<file path="config.mk">
export PLATFORM = sky130hd
export DESIGN_NAME = cmd_initiator
export DESIGN_NICKNAME = d
export VERILOG_FILES = /design/src/rtl/oscilo_pkg.sv /design/src/rtl/cmd_initiator.sv
export SDC_FILE = /design/constraint.sdc
export NUM_CORES = 1
export LEC_CHECK = 0
export BUFFER_PORTS_ARGS = -buffer_cell sky130_fd_sc_hd__buf_2
export CAP_MARGIN = 20
export CORE_UTILIZATION = 40
export CTS_CLUSTER_SIZE = 14
export DETAILED_ROUTE_END_ITERATION = 8
export GPL_TIMING_DRIVEN = 1
export SLEW_MARGIN = 20
export SYNTH_ARGS = -nofsm -noshare
export SYNTH_HDL_FRONTEND = slang
export SYNTH_SLANG_ARGS = --single-unit
export TNS_END_PERCENT = 50
</file>
<file path="constraint.sdc">
create_clock -name clk -period 3.8 [get_ports clk]
set_input_delay 0.76 -clock clk [delete_from_list [all_inputs] [get_ports clk]]
set_output_delay 0.76 -clock clk [all_outputs]
set_load 0.05 [all_outputs]
</file>
<file path="src/rtl/oscilo_pkg.sv">
// Shared definitions for the oscilloscope command protocol: FSM encoding,
// command codes and capture depth.
package oscilo_pkg;

    typedef enum logic [2:0] {
        ST_IDLE    = 3'd0,
        ST_LOAD    = 3'd1,
        ST_SEND    = 3'd2,
        ST_WAIT_TX = 3'd3,
        ST_FINISH  = 3'd4,
        ST_DONE    = 3'd5
    } state_e;

    localparam logic [7:0] CMD_21 = 8'h21;
    localparam logic [7:0] CMD_22 = 8'h22;
    localparam logic [7:0] CMD_23 = 8'h23;
    localparam logic [7:0] CMD_24 = 8'h24;
    localparam logic [7:0] CMD_25 = 8'h25;
    localparam logic [7:0] CMD_31 = 8'h31;
    localparam logic [7:0] CMD_32 = 8'h32;
    localparam logic [7:0] CMD_71 = 8'h71;
    localparam logic [7:0] CMD_72 = 8'h72;

    localparam int SAMPLE_DEPTH = 256;

    // Clamp a requested argument count to what the block can hold.
    function automatic logic [2:0] sat_arg_cnt(input logic [2:0] n, input logic [2:0] max_n);
        return (n > max_n) ? max_n : n;
    endfunction

endpackage

</file>
<file path="src/rtl/cmd_initiator.sv">
// Host emulator: sends a command plus argument bytes to a UART transmitter
// and gathers a fixed-length reply with checksum and inactivity timeout.
module cmd_initiator
    import oscilo_pkg::*;
#(
    parameter int MAX_ARGS = 4,
    parameter int TIMEOUT  = 1_000_000
) (
    input  logic                  clk,
    input  logic                  rst,
    input  logic                  activate,
    input  logic [7:0]            cmd,
    input  logic [2:0]            arg_cnt,
    input  logic [8*MAX_ARGS-1:0] args,
    input  logic [8:0]            reply_len,
    output logic                  done,
    output logic                  timeout,
    output logic [7:0]            tx_data,
    output logic                  tx_start,
    input  logic                  tx_active,
    input  logic                  tx_done,
    input  logic [7:0]            rx_data,
    input  logic                  rx_ready,
    output logic [7:0]            reply_data,
    output logic                  reply_valid,
    output logic [8:0]            reply_cnt,
    output logic [7:0]            checksum,
    output logic [2:0]            fsm_state
);

    localparam int              TO_W    = $clog2(TIMEOUT) + 1;
    localparam logic [TO_W-1:0] TO_LAST = TO_W'(TIMEOUT - 1);
    localparam logic [2:0]      MAX_A   = 3'(MAX_ARGS);

    state_e                  state;
    logic [7:0]              cmd_q;
    logic [8*MAX_ARGS-1:0]   args_q;
    logic [2:0]              arg_cnt_q;
    logic [2:0]              tx_idx;
    logic [8:0]              reply_len_q;
    logic                    rx_prev;
    logic [TO_W-1:0]         to_cnt;

    logic rx_rise;
    logic rx_active;
    logic rx_accept;

    assign rx_rise   = rx_ready & ~rx_prev;
    assign rx_active = (state != ST_IDLE) && (state != ST_DONE);
    assign rx_accept = rx_active && rx_rise && (reply_cnt < reply_len_q);
    assign fsm_state = state;

    // Transmitter handshake: tx_start is a one-cycle pulse issued only while
    // tx_active is low; the byte is complete when tx_done pulses, and the next
    // start is issued no earlier than the cycle after that tx_done.
    always_ff @(posedge clk or negedge rst) begin
        if (!rst) begin
            state       <= ST_IDLE;
            cmd_q       <= '0;
            args_q      <= '0;
            arg_cnt_q   <= '0;
            tx_idx      <= '0;
            reply_len_q <= '0;
            rx_prev     <= 1'b0;
            to_cnt      <= '0;
            done        <= 1'b0;
            timeout     <= 1'b0;
            tx_data     <= '0;
            tx_start    <= 1'b0;
            reply_data  <= '0;
            reply_valid <= 1'b0;
            reply_cnt   <= '0;
            checksum    <= '0;
        end else begin
            tx_start    <= 1'b0;
            reply_valid <= 1'b0;
            rx_prev     <= rx_ready;

            if (state != ST_IDLE && !activate) begin
                // Aborted request; a byte already handed to the transmitter completes on its own.
                state <= ST_IDLE;
                done  <= 1'b0;
            end else begin
                case (state)
                    ST_IDLE: begin
                        if (activate) begin
                            cmd_q       <= cmd;
                            args_q      <= args;
                            arg_cnt_q   <= sat_arg_cnt(arg_cnt, MAX_A);
                            reply_len_q <= reply_len;
                            reply_cnt   <= '0;
                            checksum    <= '0;
                            timeout     <= 1'b0;
                            state       <= ST_LOAD;
                        end
                    end
                    ST_LOAD: begin
                        tx_idx  <= '0;
                        tx_data <= cmd_q;
                        state   <= ST_SEND;
                    end
                    ST_SEND: begin
                        if (!tx_active) begin
                            tx_start <= 1'b1;
                            state    <= ST_WAIT_TX;
                        end
                    end
                    ST_WAIT_TX: begin
                        if (tx_done) begin
                            if (tx_idx < arg_cnt_q) begin
                                tx_data <= 8'(args_q >> (8 * tx_idx));
                                tx_idx  <= tx_idx + 3'd1;
                                state   <= ST_SEND;
                            end else begin
                                state <= ST_FINISH;
                            end
                        end
                    end
                    ST_FINISH: begin
                        if (reply_cnt == reply_len_q) begin
                            done    <= 1'b1;
                            timeout <= 1'b0;
                            state   <= ST_DONE;
                        end else if (to_cnt >= TO_LAST) begin
                            done    <= 1'b1;
                            timeout <= 1'b1;
                            state   <= ST_DONE;
                        end
                    end
                    ST_DONE: begin
                        done <= 1'b1;
                    end
                    default: begin
                        state <= ST_IDLE;
                    end
                endcase
            end

            if (rx_accept) begin
                reply_data  <= rx_data;
                reply_valid <= 1'b1;
                reply_cnt   <= reply_cnt + 9'd1;
                checksum    <= checksum + rx_data;
            end

            // Inactivity counter saturates at its terminal value.
            if (state == ST_IDLE) begin
                to_cnt <= '0;
            end else if (rx_accept || tx_done) begin
                to_cnt <= '0;
            end else if (to_cnt < TO_LAST) begin
                to_cnt <= to_cnt + 1'b1;
            end
        end
    end

endmodule

</file>
==> run metrics <==
first-pass GRT wire length 22400 microns; max-slew violations 0; Starting Density 41.06%; Num CTS Buffers 17; num rows 43; clock root buffer clkbuf_16; Post-DRT Antenna Nets 0; worst-path cell chain ha_1, a21oi_1, a21boi_0, o31ai_1, o2111ai_2, nand2_1, nor2_1; maxcap violations 0; vias per std cell 5.038; R2R depth 7; I/O pin cnt between 100 and 150; dpl ws 1.066 ns; core outline area 13880 sq um; I/O Buffers 105; multi-input combinational cell area 2585 sq um; die area 14730 sq um; register area share after synthesis between 50% and 60%; Worst Path Max Fanout 20; Die X 121.4 microns; Power Density around 720 nW/um^2; FF/Latch Area 2928 sq um; FF+latch count, synth 117; HP Class primary input to asynchronous set/reset pin; Crit. End Element register; VDD IR max 0.4235 mV; grt total ovfl 0; synthesized area 5699 sq um; Placer Congestion just over 0.8; Pleak 3.581 nW; Post-CTS Setup Inserts 0; R2R Setup Slk 1.06 ns; Synth cell types ~50; final hold slack 0.3798 ns; FILL cells about 1.3k; largest net degree at the start of global routing 71; placed cell count 874; FF-to-FF Start reply_cnt[3]; final WL ~13000 microns; Power Total 5.136 mW; Fin. Hold Viols 0; worst-margin pin slew 1.044 ns; Avg Inst Size Synth 9.297 sq um; number of global-route vias before repair ~4.5k; post_cts resized 0; outcome completed; delay-heaviest family, CP compound AO/OA/AOI/OAI gates; Req. time, crit path roughly 4 ns; clk buf depth 2; Largest stage delay, worst path 0.69 ns; buffers and inverters on the worst path 0; clk sinks about 120; Post-CTS Hold Fix Bufs 0; number of synthesized flops with an enable pin 0; Ant. Diodes 0; Post-route DRC 0; Layout area overhead 24.39%; kind of critical path register to register; Via Count 4559; Setup crit start kind register; post-synthesis async set-or-reset flop share 100.0%; worst rel slew slack 30.39%; CP Launch Point reply_cnt[3]; Die Y 121.4 microns; CTS tree built; RSZ-0062 raised after global routing no; worst flop-to-flop path endpoint to_cnt[16]; Worst-path clk slew around 0.050 ns; Final Cell Area 7089 sq um; Tcrit/Tclk final between 70% and 80%; placed inst area about 6400 sq um; setup ws final around 1.1 ns; syn nets 701; Mapped Cells between 600 and 700; initial DRC count 293; Crit path arrival time 2.99 ns; initial antenna violation count 0; Yosys warning count 0; Post-Route Skew 0.007113 ns; Clk Latency, worst-skew pair 0.40 ns; Slowest cell on crit path nand2_1; clock period minus final worst setup slack 2.740 ns; hpwl dp 9151 microns; DR WL/cell 14.53 microns; Final nets 801; Synth Flop Type dfrtp_1; GRT Overall Usage 19.48%; Final setup violation count 0; final setup TNS 0 ns; number of iterations in the first detailed-routing pass 4; H-tree Lvls 4; Max Clk Rate 365.0 MHz; fin cells about 900; final core utilization 51.07%; share of layout cells above drive strength 1 between 20 and 25%
[per-layer routing]
metal / wire length (microns) / track usage, % / part of all wire, %
met5: 0 / 0 / 0
met4: 119 / 5.787 / 0.91
met3: 678 / 5.592 / 5.2
met2: 6042 / 29.12 / 46
met1: 6308 / 27.23 / 48
[layout by cell type, fill, tap and decap left out, types with 2 or more instances in the layout]
master and count:
nor3_1 4, nor2b_1 10, o21ai_0 38, ha_1 21
a22oi_1 8, nor4_2 2, o21a_1 2, nand3_1 18
a21oi_1 21, bufinv_16 6, clkbuf_16 17, nor2_1 42
nand2b_1 6, inv_1 20, nand2_1 182, xnor2_1 11
nand4_1 11, dfrtp_1 117, a21o_1 4, buf_2 104
mux4_2 8, nor3_2 2, a21boi_0 3, o31ai_1 3
clkbuf_8 5, and3_1 11, buf_4 6, nand3b_1 2
mux2i_1 2, xor2_1 14
[area by class of cell]
cell class / count / share of cell area (%)
sequential: 117 / 41.30
multi-input combinational: 446 / 36.46
timing repair buffer: 111 / 8.260
clock buffer: 23 / 7.024
tap: 180 / 3.177
clock inverter: 8 / 2.718
inverter: 20 / 1.059
[logic make-up (layout without fill, tap and decap cells)]
logic type | Yosys count | after routing | synth area share (%)
buffers and inverters | 50 | 162 | 3.513
and+or+nand+nor | 300 | 300 | 23.34
adders and majority gates | 22 | 22 | 4.962
DFF | 117 | 117 | 51.37
xor gates and xnor gates | 25 | 25 | 3.842
AOI/OAI and AO/OA | 88 | 88 | 9.265
muxes | 11 | 11 | 3.710
[state kept, by name, indices dropped and copies added (netlist names), 3 cells and up]
register	cells
checksum	8
fsm_state	3
tx_data	8
to_cnt	21
reply_len_q	9
reply_cnt	9
arg_cnt_q	3
cmd_q	8
args_q	32
reply_data	8
tx_idx	3
[how the worst max path moves through the flow]
stage,depth (start not counted),to,slack [ns]
2_1_floorplan,10,reply_cnt[6],1.40
3_3_place_gp,7,to_cnt[2],1.16
3_5_place_dp,7,to_cnt[0],1.07
4_1_cts,7,to_cnt[2],1.06
5_1_grt,7,to_cnt[12],0.80
6_report,7,to_cnt[16],1.06
[cell usage after synthesis (all sizes together), types with 11 or more instances]
cell type	count	area, sq um
dfrtp	117	2928
and3	11	68.82
nand2	183	686.9
nand4	11	68.82
clkbuf	24	90.09
xnor2	11	96.34
o21ai	38	190.2
inv	20	75.07
a21oi	21	105.1
nor2	42	157.7
nand3	18	90.09
xor2	14	122.6
ha	21	262.8
[power breakdown]
part           switching [mW]  internal (mW)  total, mW
clock network           0.540           1.31       1.85
logic                    1.03          0.477       1.51
registers               0.209           1.57       1.77
total                    1.78           3.36       5.14
Power figures use the tool's default switching activity.
